--- src/rtl/m_mem_bus_arbiter.sv ---
// ---------------------------------------------------------------------------
// m_mem_bus_arbiter
//
// Shares a single memory port between three requesters: the page-table
// walker (PTW), the core data bus (DBUS) and the instruction fetch unit
// (IBUS). One transaction is in flight at a time. The winner of a
// round-robin arbitration has its request captured into registers and
// driven onto the memory port. Read data and a bus error flag come back
// alongside a one-cycle ack to the winner. If memory never acks, a timeout
// completes the transaction with an error.
//
// Transaction flow: IDLE (arbitrate) -> BUSY (memory request held) ->
// DONE (ack pulse) -> IDLE.
//
// Ports
//   clk_in, rst_in               clock, synchronous active-low reset
//   pw_req_i, pw_addr_i          PTW read request and address
//   db_ld_req_i, db_st_req_i     DBUS load / store requests
//   db_addr_i, db_wdata_i,
//   db_byte_en_i                 DBUS address, store data, byte enables
//   ib_req_i, ib_addr_i          IBUS fetch request and address
//   pw_ack_o, db_ack_o, ib_ack_o one-cycle completion pulse per requester
//   rdata_o, err_o               read data and bus error, valid with an ack
//   grant_o                      current owner: 0=PTW 1=DBUS 2=IBUS 3=none
//   mem_addr_o, mem_wdata_o,
//   mem_byte_en_o                memory address, write data, byte enables
//   mem_ld_req_o, mem_st_req_o   memory read / write request
//   mem_rdata_i, mem_ack_i       memory read data and completion
//
// Every output comes straight from a register, so nothing on the memory
// port depends combinationally on the requester inputs.
// ---------------------------------------------------------------------------
module m_mem_bus_arbiter #(
  parameter int AW      = 32,
  parameter int DW      = 32,
  parameter int TIMEOUT = 255
) (
  input  logic              clk_in,
  input  logic              rst_in,

  input  logic              pw_req_i,
  input  logic [AW-1:0]     pw_addr_i,

  input  logic              db_ld_req_i,
  input  logic              db_st_req_i,
  input  logic [AW-1:0]     db_addr_i,
  input  logic [DW-1:0]     db_wdata_i,
  input  logic [DW/8-1:0]   db_byte_en_i,

  input  logic              ib_req_i,
  input  logic [AW-1:0]     ib_addr_i,

  output logic              pw_ack_o,
  output logic              db_ack_o,
  output logic              ib_ack_o,
  output logic [DW-1:0]     rdata_o,
  output logic              err_o,
  output logic [1:0]        grant_o,

  output logic [AW-1:0]     mem_addr_o,
  output logic [DW-1:0]     mem_wdata_o,
  output logic [DW/8-1:0]   mem_byte_en_o,
  output logic              mem_ld_req_o,
  output logic              mem_st_req_o,
  input  logic [DW-1:0]     mem_rdata_i,
  input  logic              mem_ack_i
);

  localparam int BW = DW / 8;

  localparam logic [1:0] ST_IDLE = 2'd0;
  localparam logic [1:0] ST_BUSY = 2'd1;
  localparam logic [1:0] ST_DONE = 2'd2;

  localparam logic [1:0] GNT_PTW  = 2'd0;
  localparam logic [1:0] GNT_DB   = 2'd1;
  localparam logic [1:0] GNT_IB   = 2'd2;
  localparam logic [1:0] GNT_NONE = 2'd3;

  // The counter only has to reach TIMEOUT-1: the BUSY cycle in which it
  // sits at that value is the last one, so BUSY lasts exactly TIMEOUT cycles.
  localparam int              CW       = (TIMEOUT > 1) ? $clog2(TIMEOUT) : 1;
  localparam logic [CW-1:0]   CNT_LAST = CW'((TIMEOUT > 0) ? TIMEOUT - 1 : 0);
  localparam bit              TO_EN    = (TIMEOUT > 0);

  logic [1:0]      r_state;
  logic [1:0]      r_last;
  logic [1:0]      r_grant;
  logic [CW-1:0]   r_cnt;

  logic [AW-1:0]   r_mem_addr;
  logic [DW-1:0]   r_mem_wdata;
  logic [BW-1:0]   r_mem_be;
  logic            r_mem_ld;
  logic            r_mem_st;

  logic            r_pw_ack;
  logic            r_db_ack;
  logic            r_ib_ack;
  logic [DW-1:0]   r_rdata;
  logic            r_err;

  logic            w_db_req;
  logic [1:0]      w_winner;
  logic            w_valid;
  logic [AW-1:0]   w_sel_addr;
  logic [DW-1:0]   w_sel_wdata;
  logic [BW-1:0]   w_sel_be;
  logic            w_sel_st;
  logic            w_busy_ok;
  logic            w_busy_to;

  assign w_db_req = db_ld_req_i | db_st_req_i;

  // Round-robin pick: search starts just after the previous winner in the
  // ring PTW -> DBUS -> IBUS -> PTW, so the previous winner is the last one
  // considered. Reset leaves r_last at IBUS, which puts PTW first.
  always_comb begin
    w_winner = GNT_NONE;
    case (r_last)
      GNT_PTW: begin
        if (w_db_req)      w_winner = GNT_DB;
        else if (ib_req_i) w_winner = GNT_IB;
        else if (pw_req_i) w_winner = GNT_PTW;
      end
      GNT_DB: begin
        if (ib_req_i)      w_winner = GNT_IB;
        else if (pw_req_i) w_winner = GNT_PTW;
        else if (w_db_req) w_winner = GNT_DB;
      end
      default: begin
        if (pw_req_i)      w_winner = GNT_PTW;
        else if (w_db_req) w_winner = GNT_DB;
        else if (ib_req_i) w_winner = GNT_IB;
      end
    endcase
  end

  assign w_valid = (w_winner != GNT_NONE);

  // Request fields of the winner. Reads always present all-ones byte
  // enables and zero write data. A DBUS request with load and store both
  // set is taken as a store.
  always_comb begin
    w_sel_addr  = '0;
    w_sel_wdata = '0;
    w_sel_be    = '0;
    w_sel_st    = 1'b0;
    case (w_winner)
      GNT_PTW: begin
        w_sel_addr = pw_addr_i;
        w_sel_be   = '1;
      end
      GNT_DB: begin
        w_sel_addr = db_addr_i;
        w_sel_st   = db_st_req_i;
        if (db_st_req_i) begin
          w_sel_wdata = db_wdata_i;
          w_sel_be    = db_byte_en_i;
        end else begin
          w_sel_be    = '1;
        end
      end
      GNT_IB: begin
        w_sel_addr = ib_addr_i;
        w_sel_be   = '1;
      end
      default: begin
        w_sel_addr = '0;
      end
    endcase
  end

  // A BUSY cycle ends either with a memory ack or, when the timeout is
  // enabled, after the counter has spent its last cycle. An ack arriving in
  // that same last cycle still counts as a normal completion.
  assign w_busy_ok = mem_ack_i;
  assign w_busy_to = TO_EN && !mem_ack_i && (r_cnt == CNT_LAST);

  // Main FSM and all output registers. Reset abandons any transaction in
  // flight without an ack and drops the memory request on the next cycle.
  always_ff @(posedge clk_in) begin
    if (!rst_in) begin
      r_state     <= ST_IDLE;
      r_last      <= GNT_IB;
      r_grant     <= GNT_NONE;
      r_cnt       <= '0;
      r_mem_addr  <= '0;
      r_mem_wdata <= '0;
      r_mem_be    <= '0;
      r_mem_ld    <= 1'b0;
      r_mem_st    <= 1'b0;
      r_pw_ack    <= 1'b0;
      r_db_ack    <= 1'b0;
      r_ib_ack    <= 1'b0;
      r_rdata     <= '0;
      r_err       <= 1'b0;
    end else begin
      case (r_state)
        ST_IDLE: begin
          if (w_valid) begin
            r_mem_addr  <= w_sel_addr;
            r_mem_wdata <= w_sel_wdata;
            r_mem_be    <= w_sel_be;
            r_mem_ld    <= !w_sel_st;
            r_mem_st    <= w_sel_st;
            r_last      <= w_winner;
            r_grant     <= w_winner;
            r_cnt       <= '0;
            r_state     <= ST_BUSY;
          end
        end

        ST_BUSY: begin
          if (w_busy_ok || w_busy_to) begin
            r_rdata  <= w_busy_ok ? mem_rdata_i : '0;
            r_err    <= !w_busy_ok;
            r_mem_ld <= 1'b0;
            r_mem_st <= 1'b0;
            r_pw_ack <= (r_grant == GNT_PTW);
            r_db_ack <= (r_grant == GNT_DB);
            r_ib_ack <= (r_grant == GNT_IB);
            r_state  <= ST_DONE;
          end else begin
            r_cnt <= r_cnt + CW'(1);
          end
        end

        ST_DONE: begin
          r_pw_ack <= 1'b0;
          r_db_ack <= 1'b0;
          r_ib_ack <= 1'b0;
          r_grant  <= GNT_NONE;
          r_state  <= ST_IDLE;
        end

        default: begin
          r_state <= ST_IDLE;
        end
      endcase
    end
  end

  assign pw_ack_o      = r_pw_ack;
  assign db_ack_o      = r_db_ack;
  assign ib_ack_o      = r_ib_ack;
  assign rdata_o       = r_rdata;
  assign err_o         = r_err;
  assign grant_o       = r_grant;
  assign mem_addr_o    = r_mem_addr;
  assign mem_wdata_o   = r_mem_wdata;
  assign mem_byte_en_o = r_mem_be;
  assign mem_ld_req_o  = r_mem_ld;
  assign mem_st_req_o  = r_mem_st;

endmodule
--- config.mk ---
export PLATFORM = sky130hd
export DESIGN_NAME = m_mem_bus_arbiter
export DESIGN_NICKNAME = d
export VERILOG_FILES = /design/src/rtl/m_mem_bus_arbiter.sv
export SDC_FILE = /design/constraint.sdc
export NUM_CORES = 1
export LEC_CHECK = 0
export CAP_MARGIN = 40
export CORE_ASPECT_RATIO = 1.25
export CORE_MARGIN = 5
export CORE_UTILIZATION = 34
export DETAILED_ROUTE_END_ITERATION = 10
export GPL_TIMING_DRIVEN = 0
export PLACE_DENSITY = 0.75
export SLEW_MARGIN = 10
export SYNTH_ARGS = -nofsm -noshare
export SYNTH_HDL_FRONTEND = slang
export SYNTH_SLANG_ARGS = --single-unit
--- constraint.sdc ---
create_clock -name clk_in -period 1.6 [get_ports clk_in]
set_input_delay 0.4 -clock clk_in [delete_from_list [all_inputs] [get_ports clk_in]]
set_output_delay 0.4 -clock clk_in [all_outputs]
set_load 0.05 [all_outputs]
### Word level (Yosys, flattened, before mapping)

Index checks and enable logic that the tools add are counted.

* flip-flop bits (word level): 120
* bits of input ports: 171

* add/subtract/negate cells: 1
* equality and inequality tests: 12
* muxes and demuxes: 36
* bitwise logic cells: 1
* reductions and logical operators: 19

Operator list (number)
* two-way mux 32 bit: 3
* one-hot mux 32 bit (3 select lines): 1
* two-way mux 2 bit: 11
* two-way mux 8 bit: 2
* one-hot mux 8 bit (2 select lines): 1
* one-hot mux 2 bit (2 select lines): 3
* one-hot mux 1 bit (2 select lines): 5
* AND reduction 2 bit: 5
* adder 8 x 1 -> 8 bit (second input constant): 1
* == test 2 x 1 -> 1 bit (second input constant): 4
* == test 8 bit (second input constant): 1
* logical NOT 2 bit: 4
* two-way mux 1 bit: 8
* inequality test 2 bit (second input constant): 4
* one-hot mux 4 bit (2 select lines): 1
* == test 2 bit (second input constant): 3
* AND reduction 3 bit: 2
* nonzero test 2 bit: 3
* two-way mux 4 bit: 1
* logical NOT 1 bit: 2
* OR reduction 2 bit: 1
* logical AND 1 bit: 1
* logical OR 1 bit: 1
* OR 1 bit: 1

### Logic depth before layout (Yosys ltp)

* word-level depth: 10
* gate-level depth with buffers: 7
* mapped depth without buffers: 6

### Worst setup path after synthesis

OpenSTA, ideal clock, no wires.

* kind: input-to-reg
* start point: in pw_req_i
* end point: reg r_mem_addr[10] (netlist: mem_addr_o[10])
* library setup time: 0.121 ns
* arrival: 1.540 ns
* data required time: 1.479 ns
* setup slack: -0.061 ns
* stages: 7
* path buffers: 3
* cell sequence: or3_1 > buf_2 > o21a_1 > buf_6 > clkbuf_1 > o21ai_0 > a21oi_1

* longest elaborated chain between the ends: 6

RTL lines
* start, declared: RTL line 41 `input logic pw_req_i,`
* two-way mux 2 bit: RTL line 124 `else if (pw_req_i) w_winner = GNT_PTW;`
* two-way mux 2 bit: RTL line 123 `else if (ib_req_i) w_winner = GNT_IB;`
* two-way mux 2 bit: RTL line 122 `if (w_db_req) w_winner = GNT_DB;`
* one-hot mux 2 bit (2 select lines) *: RTL line 120 `case (r_last)`
* == test 2 bit (tied with other cells): RTL line 149 `case (w_winner)`
* one-hot mux 32 bit (3 select lines) / AND reduction 2 bit (equally long branches)
* end signal, assigned: RTL line 202 `r_mem_addr <= w_sel_addr;`
* end, declared: RTL line 91 `logic [AW-1:0] r_mem_addr;`

Mark *: on every way between the ends. The rest lies on a longest branch, timed or not.
A chain may end at the register's enable or synchronous reset.

### Worst setup path after layout

* start point: reg r_cnt[0]
* end point: reg r_rdata[4] (netlist: rdata_o[4])

* longest elaborated chain between the ends: 4

RTL lines
* start, declared: RTL line 89 `logic [CW-1:0] r_cnt;`
* start signal, assigned: RTL line 225 `r_cnt <= r_cnt + CW'(1);`
* == test 8 bit: RTL line 178 `assign w_busy_to = TO_EN && !mem_ack_i && (r_cnt == CNT_LAST);`
* logical AND 1 bit: RTL line 178
* logical OR 1 bit: RTL line 215 `if (w_busy_ok || w_busy_to) begin`
* AND reduction 2 bit (no line)
* end signal, assigned: RTL line 216 `r_rdata <= w_busy_ok ? mem_rdata_i : '0;`
* end, declared: RTL line 100 `logic [DW-1:0] r_rdata;`

Every way passes these cells.

==> results.md <==
- Status: complete, but fails checks
- Violated checks: negative setup slack
- Register bit count reported by yosys: 120
- Syn Std Cell Area: approximately 4600 um2
- Nets: just over 900
- WL per Instance: between 15 and 20 um
- Top Metal Used: met4
- Most common cell in the synthesized netlist: dfxtp_1
- CP Cell Sequence: inv_2, ha_2, nand4_1, o21bai_4, a21oi_4, buf_6, a22o_1
- Largest net degree at the start of global routing: 17
- Antenna Cells: 0
- Hold Buf Count CTS: 0
- Slowest library cell on the worst path: dfxtp_4
- Syn Inst Count: approximately 450
- Total wire length: about 18000 um
- CP peak stage delay: ~0.36 ns
- Pleak: roughly 3.3 nW
- Vias/cell: 5.31
- Synth async-reset ratio: 0
- Critical Path RT: about 1.9 ns
- Clock slew at reported path FFs: 0.05 ns
- Worst Path Buf+Inv: 2
- Crit start category: register
- Synth Net Count: approximately 620
- # DRC: 0
- WL met2: between 9000 and 10000 um
- Worst Max-Slew Pin Slew: about 0.52 ns
- RSZ-0062 raised after global routing: true
- RD Place Congestion: approximately 0.84
- Final worst setup slack: -0.0219 ns
- Cell family with most CP delay: compound AO/OA/AOI/OAI gates
- Chip Width: roughly 110 um
- Hold Crit Class: input port to register
- Worst rel slew slack: 0.653
- Detailed Place HPWL: between 10000 and 15000 um
- Final Cycle Share: 1.01
- Worst Path Max Fanout: 10
- Primary FF master, synth: dfxtp_1
- Worst Skew: about 0.0075 ns
- CP arrival: approximately 1.9 ns
- FMAX: between 0.6 and 0.7 GHz
- Area of the multi-input gates: 2070 um2
- Critical path type: register to register
- Starting Density: 0.347
- Wire length of the first global-routing pass: ~27000 um
- Later-pin clock latency in the skew report: ~0.4 ns
- Antenna violations before repair: 0
- Fin Setup TNS: -0.110 ns
- Final Max Slew Viols: 0
- CP Capture Type: register
- PwrDens: between 1000 and 1500 nW/um2
- IO buf count: ~280
- Clock root buffer master: clkbuf_16
- Die area: approximately 16000 um2
- Drt pass-1 iters: 6
- Die height: about 140 um
- Yosys warning count: 0
- Total power: 0.00975 W
- Wire length on met1: 6480 um
- CTS Sinks: between 100 and 150
- Final hold vios: 0
- Area contributors post-synth: dfxtp_1 (52%), a22o_1 (12%), a22oi_1 (5.2%)
- Clock Tree Buf Depth: 2
- Synth-to-layout area growth: 88.4%
- Post-synth EDFFs: 0
- Sequential area share after synthesis: 0.523
- Area leader, netlist: dfxtp_1
- Fill count: about 1.1k
- Top-area cell type share of the netlist area: 0.523
- Synth unique cells: 50
- CTS tree: yes
- Share of cells above drive strength 1: 0.288
- GRT Total Usage: 0.212
- Initial detailed-routing violation count: around 280
- Minimum clock period: 1.62 ns
- Total grt overflow: 0
- Row Count: between 40 and 50
- Antenna viol nets, final: 0
- Endpoints failing setup: 15
- Mapped Avg Cell Area: roughly 10 um2
- Storage element area: between 2000 and 2500 um2
- H-tree depth: 4
- Core Region: between 10000 and 15000 um2
- Met3 routed WL: 1430 um
- Vias: between 4k and 5k
- # IOs: approximately 280
- Post-synth top cells: dfxtp_1 (120), a22o_1 (64), a21oi_1 (38)
- Peak supply drop: 0.637 mV
- Max-cap violations: 0
- Total CTS buffers: 17
- Number of global-route vias before repair: about 5.3k
==> layer usage <==
metal | vias to the layer above | track usage
met5 | - | 0
met4 | 0 | 0.0944
met3 | 44 | 0.0751
met2 | 236 | 0.384
met1 | 2343 | 0.217
li1 | 2360 | -
==> worst reg2reg max path, delay by kind of cell, from the launching register on <==
family,cells,cell delay [ns]
buf+inv,2,0.22
simple gates,1,0.18
compound gates,3,0.61
flops,1,0.36
fa+ha+maj,1,0.15
==> state kept, by name (all words and copies together), names as in the netlist <==
signal         count
pw_ack_o           1
mem_addr_o        32
mem_wdata_o       32
r_cnt              8
mem_byte_en_o      4
mem_ld_req_o       1
r_state            2
mem_st_req_o       1
grant_o            2
db_ack_o           1
ib_ack_o           1
err_o              1
rdata_o           32
r_last             2
==> power by group <==
| part | switching [W] | internal (W) |
|---|---|---|
| Clock | 0.00136 | 0.00272 |
| Combinational | 0.00136 | 0.000985 |
| Sequential | 0.000131 | 0.00320 |
| Total | 0.00284 | 0.00691 |
==> final cells by class <==
type | count | area share
well taps | 171 | 0.0247
plain buffers | 39 | 0.0311
multi-input cells | 278 | 0.239
repair buffers | 293 | 0.350
clock buffers | 20 | 0.0539
inverters | 6 | 0.00260
flip-flops and latches | 120 | 0.279
clock inverters | 12 | 0.0199
==> final timing paths <==
kind	from	to	slack [ns]	cells past startpoint
hold / removal	mem_ack_i	err_o	0.34	2
setup reg to reg	r_cnt[0]	rdata_o[4]	-0.02	7
setup / recovery	r_cnt[0]	rdata_o[4]	-0.02	7
hold reg to reg	pw_ack_o	pw_ack_o	0.46	2
==> cells in the final DEF, fill, tap and decap left out, types with 4 or more instances in the layout <==
cell type and n:
clkdlybuf4s50_1 164, dfxtp_1 115, clkdlybuf4s15_2 105, a22o_1 64, a21oi_1 37, a31oi_1 32, a22oi_1 32, buf_4 21
o21ai_0 21, clkbuf_16 17, buf_6 12, nand2_1 11, o21ai_1 11, nor2_1 8, buf_2 7, clkbuf_1 7
clkbuf_4 6, inv_1 5, clkbuf_2 5, o221a_2 4, nand4_1 4, bufinv_16 4, clkinv_2 4
==> timing repair <==
item	4_1_cts	5_1_grt
endpoints found under the setup margin	226	103
buffers inserted	8	3
resized for setup	377	41
gates cloned	3	2
hold endpoints to repair	0	0
pin swaps	8	23
==> metrics by stage <==
stage / utilization / hold slack, ns / setup WS (ns) / cell area (um2) / instances
2_1_floorplan: - / 0.474 / -0.0419 / 4600 / 446
3_3_place_gp: 0.574 / 0.451 / -0.776 / 7590 / 894
3_5_place_dp: 0.574 / 0.455 / -0.808 / 7590 / 894
4_1_cts: 0.645 / 0.409 / 0.000560 / 8540 / 934
5_1_grt: 0.654 / 0.350 / -0.0944 / 8660 / 939
6_report: 0.654 / 0.341 / -0.0219 / 8660 / 939
==> cell families after synthesis <==
kind of cell             synth area share
XOR/XNOR                          0.00572
AND/OR/NAND/NOR                    0.0577
adder cells (fa/ha/maj)           0.00545
multiplexers                      0.00654
AO/OA/AOI/OAI                       0.348
buffers and inverters              0.0539
flip-flops                          0.523
Note: power is estimated with default switching activity, not from simulation.
==> RTL change (same settings) <==
Make the reset (`rst_in`) asynchronous in one clocked block. Comments in the files are not updated.
--- a/src/rtl/m_mem_bus_arbiter.sv
+++ b/src/rtl/m_mem_bus_arbiter.sv
@@ -179,7 +179,7 @@
 
   // Main FSM and all output registers. Reset abandons any transaction in
   // flight without an ack and drops the memory request on the next cycle.
-  always_ff @(posedge clk_in) begin
+  always_ff @(posedge clk_in or negedge rst_in) begin
     if (!rst_in) begin
       r_state     <= ST_IDLE;
       r_last      <= GNT_IB;
Check against the original RTL: differs if rst_in is asserted again (counterexample within 4 cycles, from zero or initial values and one cycle with rst_in low); with rst_in held inactive, the same outputs for 4 cycles.
==> RTL change against the original RTL <==
The run still ends with setup timing left. Sequential cell count unchanged. Via count up 3.5%. Die area increased by 10%. Routed wire length is 9.3% higher. Synthesized cell count shrank 1.8%. Worst setup slack worse by 71 ps. Cell area up 11%. Global-route usage about the same. Area after synthesis up 11%. Critical path type unchanged. Largest cell class unchanged.
Power is not compared: it rests on default switching activity, and its combinational part moved more than twofold at a synthesized area within 25%.
==> RTL change: results <==
set metrics [dict create \
    timing.final.ws_setup_ps -93.1 \
    dpl.hpwl_mm 13.7 \
    cp_max_fo 6 \
    whs_endpoint "mem_st_req_o$_DFFE_PN0P_" \
    globalplace.congestion 0.849 \
    via_per_inst 5.34 \
    grtUsageMet2 0.378 \
    dr.pass1.iters 4 \
    pre_cts_ws_ps -791 \
    grtUsageMet3 0.0693 \
    wirelength_mm 19.4 \
    skew_ps 7.64 \
    failed_checks "setup timing" \
    grt_use_met1 0.238 \
    ys_seq_area_frac 0.589 \
    num-fill-cells 1146 \
    antenna_found_initial 1 \
    synth.area.top_cells "dfrtp_1 57%, a22o_1 11%, a22oi_1 4.7%, a31oi_1 4.2%, a21oi_1 3.6%" \
    ys_types 45 \
    status "finished, violations left" \
    syn_inst 438 \
    setup_viol 14 \
    grt_first_pass_wirelength_mm 29.8 \
    yosys-top-cells-count "117 x dfrtp_1, 65 x a22o_1, 39 x nor2_1" \
    io_buffers 278 \
    worstMarginPinSlew_ps 609 \
    syn_nets 611 \
    path_delay_family "flip-flops" \
    slowest_stage "dfstp_2" \
    finalNetCount 943 \
    synthArstFlopShare 1.00 \
    grt_use_total 0.213 \
]
==> RTL change: tightest hold or removal path, cell delays in order <==
cell,delay [ps]
clkbuf_2,170
nand3_4,120
o21ai_1,60
==> RTL change: how the worst max path moves through the flow <==
stage                               start                    endpoint  slack (ps)
floorplan            r_cnt[0]$_DFFE_PN0P_     rdata_o[10]$_DFFE_PN0P_          10
global placement                   rst_in  mem_addr_o[14]$_DFFE_PN0P_       -4400
detailed placement               pw_req_i  mem_addr_o[12]$_DFFE_PN0P_        -790
CTS                 r_last[1]$_DFFE_PN1P_   mem_addr_o[5]$_DFFE_PN0P_         -90
global route        r_last[1]$_DFFE_PN1P_  mem_addr_o[18]$_DFFE_PN0P_        -130
finish              r_last[1]$_DFFE_PN1P_  mem_addr_o[18]$_DFFE_PN0P_         -90
==> RTL change: per-layer routing <==
layer  wire length (µm)  vias to the layer above
met5                  0                        -
met4                521                        0
met3               1460                       37
met2              10100                      242
met1               7290                     2534
li1                   -                     2343
==> RTL change: cell type report <==
class,count,area (µm²),area share
Antenna cell,1,2.50,0.000259
Buffer,35,305,0.0317
Clock buffer,18,429,0.0445
Clock inverter,13,155,0.0161
Inverter,7,26.3,0.00272
Multi-Input combinational cell,275,2170,0.225
Sequential cell,120,3010,0.312
Tap cell,182,228,0.0236
Timing Repair Buffer,314,3320,0.344
==> RTL change: logic make-up (layout without fill, tap and decap cells) <==
group,Yosys count,in the layout,synth area share
AND/OR/NAND/NOR,72,72,0.0647
adder cells (fa/ha/maj),2,2,0.00490
AO/OA/AOI/OAI,194,195,0.281
buffers and inverters,44,387,0.0485
XOR/XNOR,2,2,0.00343
other,0,1,0
flip-flops,120,120,0.589
multiplexers,4,4,0.00785
==> RTL change: per-stage QoR <==
| step | cell area (µm²) | setup TNS [ps] | util |
|---|---|---|---|
| floorplan | 5100 | 0 | - |
| global placement | 8110 | -583370 | 0.545 |
| detailed placement | 8140 | -65020 | 0.547 |
| CTS | 9400 | -1180 | 0.631 |
| global route | 9640 | -3180 | 0.648 |
| finish | 9640 | -708 | 0.648 |
==> RTL change: report_power, final <==
| part | internal (W) | leakage, nW | total (W) | switching (W) |
|---|---|---|---|---|
| sequential | 0.00450 | 1.48 | 0.00540 | 0.000900 |
| combinational | 0.00473 | 2.25 | 0.0129 | 0.00820 |
| clock | 0.00243 | 0.282 | 0.00380 | 0.00137 |
| total | 0.0117 | 4.00 | 0.0221 | 0.0105 |
==> RTL change: what timing repair did <==
item / 4_1_cts / 5_1_grt
hold buffers: 1 / 0
pin swaps: 43 / 40
cloned: 7 / 0
setup endpoints to repair: 226 / 110
gates resized for setup: 401 / 62
hold endpoints to repair: 46 / 0
buffers inserted: 20 / 9
